[config.mk]
export PLATFORM = sky130hd
export DESIGN_NAME = job_seq_ctrl_flat
export DESIGN_NICKNAME = d
export VERILOG_FILES = /design/src/rtl/job_seq_ctrl_if.sv /design/src/rtl/job_seq_ctrl.sv /design/src/flat_wrapper.sv
export SDC_FILE = /design/constraint.sdc
export NUM_CORES = 1
export LEC_CHECK = 0
export ABC_AREA = 1
export CAP_MARGIN = 40
export CORE_AREA = 4 4 63 65
export CTS_BUF_LIST = sky130_fd_sc_hd__clkbuf_4
export CTS_CLUSTER_DIAMETER = 150
export DETAILED_ROUTE_END_ITERATION = 12
export DIE_AREA = 0 0 67 69
export PLACE_DENSITY_LB_ADDON = 0.25
export SYNTH_ARGS = -nofsm -noshare
export SYNTH_HDL_FRONTEND = slang
export SYNTH_SLANG_ARGS = --single-unit
[constraint.sdc]
create_clock -name clk -period 1.5 [get_ports clk]
set_input_delay 0.3 -clock clk [delete_from_list [all_inputs] [get_ports clk]]
set_output_delay 0.3 -clock clk [all_outputs]
set_load 0.03 [all_outputs]
[src/rtl/job_seq_ctrl_if.sv]
// Host-side bundle for job_seq_ctrl: host job controls, the request
// handshake, and the status and pulse outputs of the controller.
interface job_seq_ctrl_if;
  logic go;
  logic abort;
  logic fault;
  logic req;
  logic rdy;
  logic start;
  logic endd;
  logic stop;
  logic er;
  logic interrupt;
  logic ack;
  logic busy;

  // Host drives the job controls and the request, and observes the status.
  modport master (
    output go, abort, fault, req,
    input  rdy, start, endd, stop, er, interrupt, ack, busy
  );

  // The controller observes the job controls and the request, and drives the status.
  modport slave (
    input  go, abort, fault, req,
    output rdy, start, endd, stop, er, interrupt, ack, busy
  );
endinterface

[src/rtl/job_seq_ctrl.sv]
// Job sequencing controller: turns host go/abort/fault/req into a job
// lifecycle pulse stream. Every output is a decode of registered state.
// Optional feature macro: JOB_IRQ_EN. When it is defined, the interrupt
// output is driven. When it is undefined, interrupt is tied to 0.
//
// state | meaning
// INIT  | first cycle out of reset, all outputs 0
// IDLE  | rdy=1, waits for go
// START | one-cycle start pulse, loads run timer, clears since_start
// RUN   | job running, down-counts run timer
// END   | one-cycle normal-completion pulse
// STOP  | one-cycle abort pulse
// ERR   | er=1 while fault persists, at most ERR_MAX cycles
// HOLD  | cool-down until since_start reaches COOL_CYCLES
module job_seq_ctrl #(
  parameter int RUN_CYCLES  = 8,
  parameter int COOL_CYCLES = 10,
  parameter int ERR_MAX     = 3,
  parameter int ACK_LAT     = 5
) (
  input logic           clk,
  input logic           rst,
  job_seq_ctrl_if.slave bus
);

  localparam int RW = (RUN_CYCLES > 1) ? $clog2(RUN_CYCLES) : 1;
  localparam int EW = (ERR_MAX > 1) ? $clog2(ERR_MAX) : 1;
  localparam int SW = $clog2(COOL_CYCLES + 1) + 1;

  typedef enum logic [2:0] {
    ST_INIT, ST_IDLE, ST_START, ST_RUN, ST_END, ST_STOP, ST_ERR, ST_HOLD
  } state_t;

  state_t               state_q, state_d;
  logic [RW-1:0]        run_cnt_q, run_cnt_d;
  logic [EW-1:0]        err_cnt_q, err_cnt_d;
  logic [SW-1:0]        since_q, since_d;
  logic [ACK_LAT-1:0]   ack_sr_q, ack_sr_d;

  // State, counters and ack delay line; reset clears everything at once.
  always_ff @(posedge clk or negedge rst) begin
    if (!rst) begin
      state_q   <= ST_INIT;
      run_cnt_q <= '0;
      err_cnt_q <= '0;
      since_q   <= '0;
      ack_sr_q  <= '0;
    end else begin
      state_q   <= state_d;
      run_cnt_q <= run_cnt_d;
      err_cnt_q <= err_cnt_d;
      since_q   <= since_d;
      ack_sr_q  <= ack_sr_d;
    end
  end

  // Next-state and counter updates; RUN priority is fault > abort > timer done.
  always_comb begin
    state_d   = state_q;
    run_cnt_d = run_cnt_q;
    err_cnt_d = err_cnt_q;
    since_d   = (since_q == '1) ? since_q : since_q + 1'b1;
    case (state_q)
      ST_INIT:  state_d = ST_IDLE;
      ST_IDLE:  if (bus.go) state_d = ST_START;
      ST_START: begin
        run_cnt_d = RW'(RUN_CYCLES - 1);
        since_d   = '0;
        state_d   = ST_RUN;
      end
      ST_RUN: begin
        if (bus.fault) begin
          state_d   = ST_ERR;
          err_cnt_d = '0;
        end else if (bus.abort) begin
          state_d = ST_STOP;
        end else if (run_cnt_q == '0) begin
          state_d = ST_END;
        end else begin
          run_cnt_d = run_cnt_q - 1'b1;
        end
      end
      ST_END:   state_d = ST_HOLD;
      ST_STOP:  state_d = ST_HOLD;
      ST_ERR: begin
        if (!bus.fault || err_cnt_q == EW'(ERR_MAX - 1)) state_d = ST_HOLD;
        else err_cnt_d = err_cnt_q + 1'b1;
      end
      ST_HOLD:  if (since_q >= SW'(COOL_CYCLES)) state_d = ST_IDLE;
      default:  state_d = ST_INIT;
    endcase
  end

  // Request delay line: ack repeats req exactly ACK_LAT cycles later.
  always_comb begin
    ack_sr_d    = ack_sr_q << 1;
    ack_sr_d[0] = bus.req;
  end

  // Moore output decode from registered state.
  always_comb begin
    bus.rdy   = (state_q == ST_IDLE);
    bus.start = (state_q == ST_START);
    bus.endd  = (state_q == ST_END);
    bus.stop  = (state_q == ST_STOP);
    bus.er    = (state_q == ST_ERR);
    bus.busy  = (state_q != ST_INIT) && (state_q != ST_IDLE);
    bus.ack   = ack_sr_q[ACK_LAT-1];
`ifdef JOB_IRQ_EN
    bus.interrupt = (state_q == ST_END) || (state_q == ST_STOP) ||
                    ((state_q == ST_ERR) && (err_cnt_q == '0));
`else
    bus.interrupt = 1'b0;
`endif
  end

endmodule

[src/flat_wrapper.sv]
// flat-port wrapper written by rule: the top's interface ports become plain ports
module job_seq_ctrl_flat 
#(
  parameter int RUN_CYCLES  = 8,
  parameter int COOL_CYCLES = 10,
  parameter int ERR_MAX     = 3,
  parameter int ACK_LAT     = 5
)
  (clk, rst, bus_go, bus_abort, bus_fault, bus_req, bus_rdy, bus_start, bus_endd, bus_stop, bus_er, bus_interrupt, bus_ack, bus_busy);
  job_seq_ctrl_if bus_i ();
  input logic clk;
  input logic rst;
  input wire logic [$bits(bus_i.go)-1:0] bus_go;
  input wire logic [$bits(bus_i.abort)-1:0] bus_abort;
  input wire logic [$bits(bus_i.fault)-1:0] bus_fault;
  input wire logic [$bits(bus_i.req)-1:0] bus_req;
  output wire logic [$bits(bus_i.rdy)-1:0] bus_rdy;
  output wire logic [$bits(bus_i.start)-1:0] bus_start;
  output wire logic [$bits(bus_i.endd)-1:0] bus_endd;
  output wire logic [$bits(bus_i.stop)-1:0] bus_stop;
  output wire logic [$bits(bus_i.er)-1:0] bus_er;
  output wire logic [$bits(bus_i.interrupt)-1:0] bus_interrupt;
  output wire logic [$bits(bus_i.ack)-1:0] bus_ack;
  output wire logic [$bits(bus_i.busy)-1:0] bus_busy;
  assign bus_i.go = bus_go;
  assign bus_i.abort = bus_abort;
  assign bus_i.fault = bus_fault;
  assign bus_i.req = bus_req;
  assign bus_rdy = bus_i.rdy;
  assign bus_start = bus_i.start;
  assign bus_endd = bus_i.endd;
  assign bus_stop = bus_i.stop;
  assign bus_er = bus_i.er;
  assign bus_interrupt = bus_i.interrupt;
  assign bus_ack = bus_i.ack;
  assign bus_busy = bus_i.busy;
  job_seq_ctrl #(.RUN_CYCLES(RUN_CYCLES), .COOL_CYCLES(COOL_CYCLES), .ERR_MAX(ERR_MAX), .ACK_LAT(ACK_LAT)) u_core (.clk(clk), .rst(rst), .bus(bus_i));
endmodule
==> results by group, run 1 <==
STA
  – Hold Slack: 329 ps
  – Final worst path period share: 101%
  – # setup viols final: 2
  – RSZ-0062 raised after global routing: yes
  – Worst Skew: 2.77 ps
  – Fmax: 662 MHz
  – Post-route setup slack: -11.3 ps
  – Final Hold Viols: 0
  – Period minus WS final: 1510 ps
  – Slew Limit Fails: 0

Critical path
  – RR Startpoint: u_core.since_q[0]$_DFFE_PN0P_
  – Arrival time worst endpoint: 1210 ps
  – Worst Path Required: 1200 ps
  – Worst setup path startpoint: u_core.state_q[1]$_DFFE_PN0P_
  – Max FO, Critical Path: 7
  – Setup crit end kind: primary output
  – CP Class: reg -> out
  – CP Launch Type: register

Layout
  – Inserted Diodes: 0
  – Fill cells: 345
  – Share of layout cells above drive strength 1: 37.4%
  – NumNets Final: 160
  – Core Util, Final: 41.7%
  – Finished Cell Area: 1390 sq um
  – Area Overhead vs Synth: 40.9%

Clocking
  – H-tree levels: 1
  – Hold Buf Count CTS: 0
  – CTS tree: built
  – Clk Tree Root Cell: clkbuf_4
  – # clock sinks: 18
  – Later-pin clock latency in the skew report: 300 ps
  – CTS clk-pin slew, worst paths: 120 ps
  – CTS buffer count: 3
  – Clock buffer depth: 2

Yosys
  – Synth cell count leaders: 20 x inv_1, 19 x nand2_1, 18 x dfrtp_1, 8 x nor2_1
  – Post-synthesis mux area share: 0%
  – Simple-gate share of the synthesized area: 27.4%
  – Compound-Gate Fraction of Synth Area: 8.37%
  – Synth top area share: 45.6%
  – Mapped cell area: 987 sq um
  – Syn Inst Count: 117
  – Synth cell types: 23
  – Synth Area in XOR/XNOR: 0%
  – Primary flip-flop cell chosen by synthesis mapping: dfrtp_1
  – Post-Syn Nets: 129
  – Adder-cell share of the synthesized area: 7.60%
  – Share of synthesized registers carrying an async set or reset: 100%
  – Syn Area/Cell: 8.44 sq um
  – Ys Warns: 0
  – Cell with the most instances after synthesis: inv_1
  – Yosys top cell by area: dfrtp_1
  – Sequential element share of the synthesized area: 45.6%
  – Top post-synthesis cells by area: dfrtp_1 46%, ha_1 7.6%, inv_1 7.6%
  – Number of synthesized register bits: 18
  – Largest family of logic cells by synthesized area: simple AND/OR/NAND/NOR gates
  – EDFF count, synth: 0

Global route
  – Number of global-route vias before repair: 740
  – First-pass GRT wire length: 3440 um
  – Initial antenna violation count: 0
  – Grt ovf: 0
  – Largest net degree at the start of global routing: 19
  – Tot GR Track Use: 9.62%

Routing
  – Post-route DRC: 0
  – Iter 0 DRT Violations: 54
  – DR WL met2: 1070 um
  – Via/cell ratio: 4.34
  – Top routing layer used: met4
  – Metal-1 WL: 1020 um
  – DR vias: 837
  – First drt pass iteration count: 4
  – Drt total wl: 2190 um
  – Avg WL per Cell: 11.4 um
  – Met3 routed WL: 91 um
  – ANT nets after route: 0

Job
  – Max-Cap Viols: 0

Pwr
  – Max VDD drop: 0.000519 V
  – Leak: 0.000660 uW
  – Final Total Pwr: 2680 uW
  – Power per Cell Area: 1930 nW/um^2

Status
  – Status: finished with violations
  – Failing checks: negative setup slack

Hold path
  – Hold/Removal Path Class: in -> async

Placement
  – Cell Area, Placed: 1170 sq um
  – DP Wirelength: 1460 um
  – Post-Place Worst Slack: 27.2 ps
  – RD Place Congestion: 0.845
  – Port bufs: 12

Die
  – CORE AREA: 3340 sq um
  – Die ar.: 4620 sq um
  – # IOs: 14
  – Die Y: 69 um
  – Initial core utilization: 29.6%
  – Chip width: 67 um
  – FP Rows: 21
cells in the final DEF (no fill, tap or decap), types with 5 or more instances in the layout:
| cell type | Yosys | layout |
|---|---|---|
| nand2_1 | 19 | 18 |
| buf_4 | 1 | 16 |
| dfrtp_1 | 18 | 16 |
| inv_1 | 20 | 13 |
| inv_2 | 3 | 8 |
| nor2_1 | 8 | 8 |
| o21ai_0 | 7 | 7 |
| nand3_1 | 7 | 6 |
| buf_6 | 1 | 6 |
| clkdlybuf4s50_1 | 0 | 5 |
cell type report:
cell class / count / area (sq um) / share of cell area [%]
Clock buffer: 3 / 22.5 / 1.62
Timing Repair Buffer: 28 / 246 / 17.7
Clock inverter: 1 / 3.75 / 0.270
Inverter: 23 / 93.8 / 6.74
Multi-Input combinational cell: 74 / 514 / 37.0
Tap cell: 46 / 57.6 / 4.14
Sequential cell: 18 / 453 / 32.6
report_power, final:
group | internal, uW | leakage [uW] | total [uW] | switching, uW
sequential | 657 | 0.000209 | 822 | 165
combinational | 686 | 0.000436 | 1600 | 912
clock | 96.9 | 0.0000154 | 263 | 166
total | 1440 | 0.000660 | 2680 | 1240
per-layer routing:
metal | vias to the layer above | track usage, %
met4 | 0 | 3.38
met1 | 388 | 13.5
met3 | 2 | 3.57
li1 | 435 | -
met5 | - | 0
met2 | 12 | 13.3
worst paths after layout:
| path | slack [ps] | endpoint | cells past startpoint |
|---|---|---|---|
| setup reg to reg | 10 | u_core.since_q[3]$_DFFE_PN0P_ | 8 |
| min in group clk | 360 | u_core.ack_sr_q[4]$_DFF_PN0_ | 0 |
| max in group asynchronous | 960 | u_core.state_q[1]$_DFFE_PN0P_ | 2 |
| hold / removal | 330 | u_core.state_q[2]$_DFFE_PN0P_ | 2 |
| setup / recovery | -10 | bus_endd | 2 |
| hold reg to reg | 360 | u_core.ack_sr_q[4]$_DFF_PN0_ | 0 |
stage by stage:
step / setup TNS (ps) / cells
2_1_floorplan: 0 / 117
3_3_place_gp: 0 / 178
3_5_place_dp: 0 / 178
4_1_cts: -136 / 184
5_1_grt: -405 / 193
6_report: -16.3 / 193
repair_timing:
item	in CTS	in global routing
resized for setup	11	24
cloned	0	0
pin swaps	1	8
setup buffers	2	9
endpoints found under the setup margin	8	11
critical path, stage by stage (launching register included):
cell,delay (ps)
dfrtp_2,520
nor3_4,240
buf_6,160
registers in the layout (all words and copies together), names as in the netlist:
signal            cells
u_core.ack_sr_q       5
u_core.err_cnt_q      2
u_core.run_cnt_q      3
u_core.since_q        5
u_core.state_q        3
kinds of logic (layout without fill, tap and decap cells):
logic type,count (synthesis),in the layout
compound gates,15,15
buf+inv,25,55
simple gates,52,52
other cells,1,1
fa+ha+maj,6,6
flops,18,18
(Power assumes the default switching activity.)
==> run 2, diff against run 1 <==
CORE_AREA = 4 4 59 61   (was 4 4 63 65)
CTS_CLUSTER_SIZE = 14   (was unset)
DIE_AREA = 0 0 63 65   (was 0 0 67 69)
RECOVER_POWER = 100   (was unset)
==> run 2 against run 1 <==
The run now ends clean. Flip-flop and latch count did not move. Register-to-register slack improved by 60 ps. Critical path depth rose by 2. Routed wire length fell by 4.5%. Setup slack improved by 28 ps. Utilization rose by 2.3 points. Power fell by 3.8%. Clock-buffer cell count did not move. Critical path type unchanged. Critical endpoint is now bus_rdy.
==> results by group, run 2 (synthesis gave the netlist of run 1 again) <==
Global route
  – Most Crowded Layer GR: met2 (was met1)
  – First-pass GRT wire length: 3750 um (was 3440 um)
  – GR met2 Demand/Resource: 19.9% (was 13.3%)
  – Grt ovf: 0 (unchanged)
  – Met3 GRT Util: 3.99% (was 3.57%)
  – Largest net degree at the start of global routing: 19 (unchanged)
  – Met1 Usage GRT: 13.2% (was 13.5%)
  – Tot GR Track Use: 11.5% (was 9.62%)
  – Initial antenna violation count: 0 (unchanged)
  – Number of global-route vias before repair: 855 (was 740)

Critical path
  – R2R setup slack: 70 ps (was 10 ps)
  – CP Cell Sequence: inv_2 -> nand3_2 -> inv_2 -> buf_6 (was nor3_4 -> buf_6)
  – CP Class: reg -> out (unchanged)
  – Arrival time worst endpoint: 1180 ps (was 1210 ps)
  – CP top delay family: flip-flops (unchanged)
  – CP Launch Type: register (unchanged)
  – Reg2Reg Depth: 6 (was 8)
  – Critical-path top delay cell: dfrtp_2 (unchanged)
  – Worst path bufs/invs: 3 (was 1)
  – Most used cell, CP: inv_2
  – Crit-path max cell delay: 510 ps (was 520 ps)
  – RR Startpoint: u_core.state_q[1]$_DFFE_PN0P_ (was u_core.since_q[0]$_DFFE_PN0P_)
  – Setup crit end kind: primary output (unchanged)
  – Max FO, Critical Path: 7 (unchanged)
  – Worst Path Required: 1200 ps (about the same)
  – Reg-to-reg endpoint: u_core.run_cnt_q[2]$_DFFE_PN0P_ (was u_core.since_q[3]$_DFFE_PN0P_)

STA
  – Fmax: 674 MHz (was 662 MHz)
  – Final worst path period share: 98.9% (was 101%)
  – Setup TNS: 0 ps (was -16.3 ps)
  – Slew Limit Fails: 0 (unchanged)
  – Worst Skew: 1.53 ps (was 2.77 ps)
  – Period minus WS final: 1480 ps (was 1510 ps)
  – Tightest Pin Transition: 992 ps
  – Post-route setup slack: 16.5 ps (was -11.3 ps)
  – Rel. slew slack: 33.9%
  – # setup viols final: 0 (was 2)
  – Final Hold Viols: 0 (unchanged)
  – RSZ-0062 raised after global routing: yes (unchanged)

Layout
  – Finished Cell Area: 1310 sq um (was 1390 sq um)
  – Most common cell after layout, fill and taps aside: nand2_1 (unchanged)
  – Share of layout cells above drive strength 1: 34.2% (was 37.4%)
  – Most frequent cells in the layout: 18 x nand2_1, 17 x dfrtp_1, 15 x buf_4, 13 x inv_1, 9 x nor2_1 (was 18 x nand2_1, 16 x buf_4, 16 x dfrtp_1, 13 x inv_1)
  – Largest regs: u_core.ack_sr_q x5, u_core.since_q x5 (unchanged)
  – Inserted Diodes: 0 (unchanged)
  – NumNets Final: 159 (was 160)
  – Core Util, Final: 44.0% (was 41.7%)
  – Area Overhead vs Synth: 32.7% (was 40.9%)

Die
  – # IOs: 14 (unchanged)
  – Die ar.: 4100 sq um (was 4620 sq um)
  – Chip width: 63 um (was 67 um)
  – FP Rows: 20 (was 21)
  – Die Y: 65 um (was 69 um)
  – CORE AREA: 2980 sq um (was 3340 sq um)
  – Initial core utilization: 33.2% (was 29.6%)

Pwr
  – Final Total Pwr: 2580 uW (was 2680 uW)
  – Power share of the sequential group: 30.8% (was 30.6%)
  – Comb power frac: 59.3% (was 59.6%)
  – Clk network pwr share: 9.9% (was 9.8%)
  – Power per Cell Area: 1970 nW/um^2 (was 1930 nW/um^2)
  – Internal Power: 1410 uW (was 1440 uW)
  – Leak: 0.000651 uW (was 0.000660 uW)
  – Sw frac: 45.3% (was 46.3%)
  – Switching pwr: 1170 uW (was 1240 uW)
  – Max VDD drop: 0.000774 V (was 0.000519 V)

Clocking
  – Clk Tree Root Cell: clkbuf_4 (unchanged)
  – H-tree levels: 1 (unchanged)
  – CTS clk-pin slew, worst paths: 110 ps (was 120 ps)
  – CTS tree: built (unchanged)
  – Clock buffer depth: 2 (unchanged)
  – Later-pin clock latency in the skew report: 300 ps (about the same)
  – CTS buffer count: 3 (unchanged)
  – # clock sinks: 18 (unchanged)

Routing
  – Avg WL per Cell: 11.7 um (was 11.4 um)
  – Iter 0 DRT Violations: 48 (was 54)
  – Post-route DRC: 0 (unchanged)
  – Drt total wl: 2090 um (was 2190 um)
  – Via/cell ratio: 4.89 (was 4.34)
  – DR vias: 876 (was 837)
  – First drt pass iteration count: 5 (was 4)
  – ANT nets after route: 0 (unchanged)

Job
  – Max-Cap Viols: 0 (unchanged)

Placement
  – Port bufs: 12 (unchanged)
  – Post-Place Worst Slack: 10.8 ps (was 27.2 ps)
  – Cell Area, Placed: 1160 sq um (was 1170 sq um)
  – DP Wirelength: 1430 um (was 1460 um)
  – RD Place Congestion: 0.829 (was 0.845)

Hold path
  – Hold Path End: u_core.ack_sr_q[2]$_DFF_PN0_
  – Hold depth: 0
  – Hold/Removal Path Class: reg -> reg (was in -> async)
  – Hold_sp: u_core.ack_sr_q[1]$_DFF_PN0_

Status
  – Status: complete, no violations (was finished with violations)
## run 2: cell types whose count changed in the layout (fill, tap and decap cells not counted), sizes merged
cell	change
clkbuf	+1
buf	-2
clkinv	-1
dlygate4sd3	+1
inv	+1
clkdlybuf4s50	-1
## run 2: metal layers
| metal | vias up | part of all wire, % |
|---|---|---|
| met5 | - | 0 |
| met4 | 0 | 0.62 |
| met3 | 2 | 4.7 |
| met2 | 18 | 49 |
| met1 | 421 | 45 |
| li1 | 435 | - |
## run 2: per-stage QoR
| step | instances | hold WS (ps) |
|---|---|---|
| final | 179 | 360 |
| after global routing | 179 | 374 |
| after CTS | 172 | 323 |
| after detailed placement | 166 | 338 |
| after global placement | 166 | 333 |
| after floorplan | 117 | 4.41 |
## run 2: power groups by stage
stage / clock network (uW) / registers, uW / logic [uW]
after floorplan: 0 / 764 / 883
after global placement: 0 / 779 / 1210
after detailed placement: 0 / 784 / 1230
after CTS: 276 / 787 / 1370
after global routing: 293 / 818 / 1730
final: 256 / 795 / 1530
## run 2: what timing repair did
item | 4_1_cts | 5_1_grt
setup endpoints to repair | 8 | 12
pin swaps | 1 | 5
buffers inserted | 2 | 7
hold buffers | 0 | 0
gates resized for setup | 15 | 12
## run 2: cell type report
| type | instances | area [sq um] |
|---|---|---|
| multi-input cells | 74 | 468 |
| clock buffers | 3 | 22.5 |
| inverters | 23 | 91.3 |
| clock inverters | 1 | 3.75 |
| repair buffers | 27 | 231 |
| well taps | 33 | 41.3 |
| fillers | 292 | 1670 |
| flip-flops and latches | 18 | 452 |
## run 2: worst max-delay path by stage
stage,from,to,cells past startpoint
after global routing,u_core.state_q[1]$_DFFE_PN0P_,bus_rdy,4
after detailed placement,bus_fault,u_core.err_cnt_q[0]$_DFFE_PN0P_,7
after floorplan,u_core.state_q[1]$_DFFE_PN0P_,bus_endd,2
after global placement,bus_fault,u_core.run_cnt_q[2]$_DFFE_PN0P_,5
final,u_core.state_q[1]$_DFFE_PN0P_,bus_rdy,4
after CTS,u_core.state_q[2]$_DFFE_PN0P_,bus_start,4
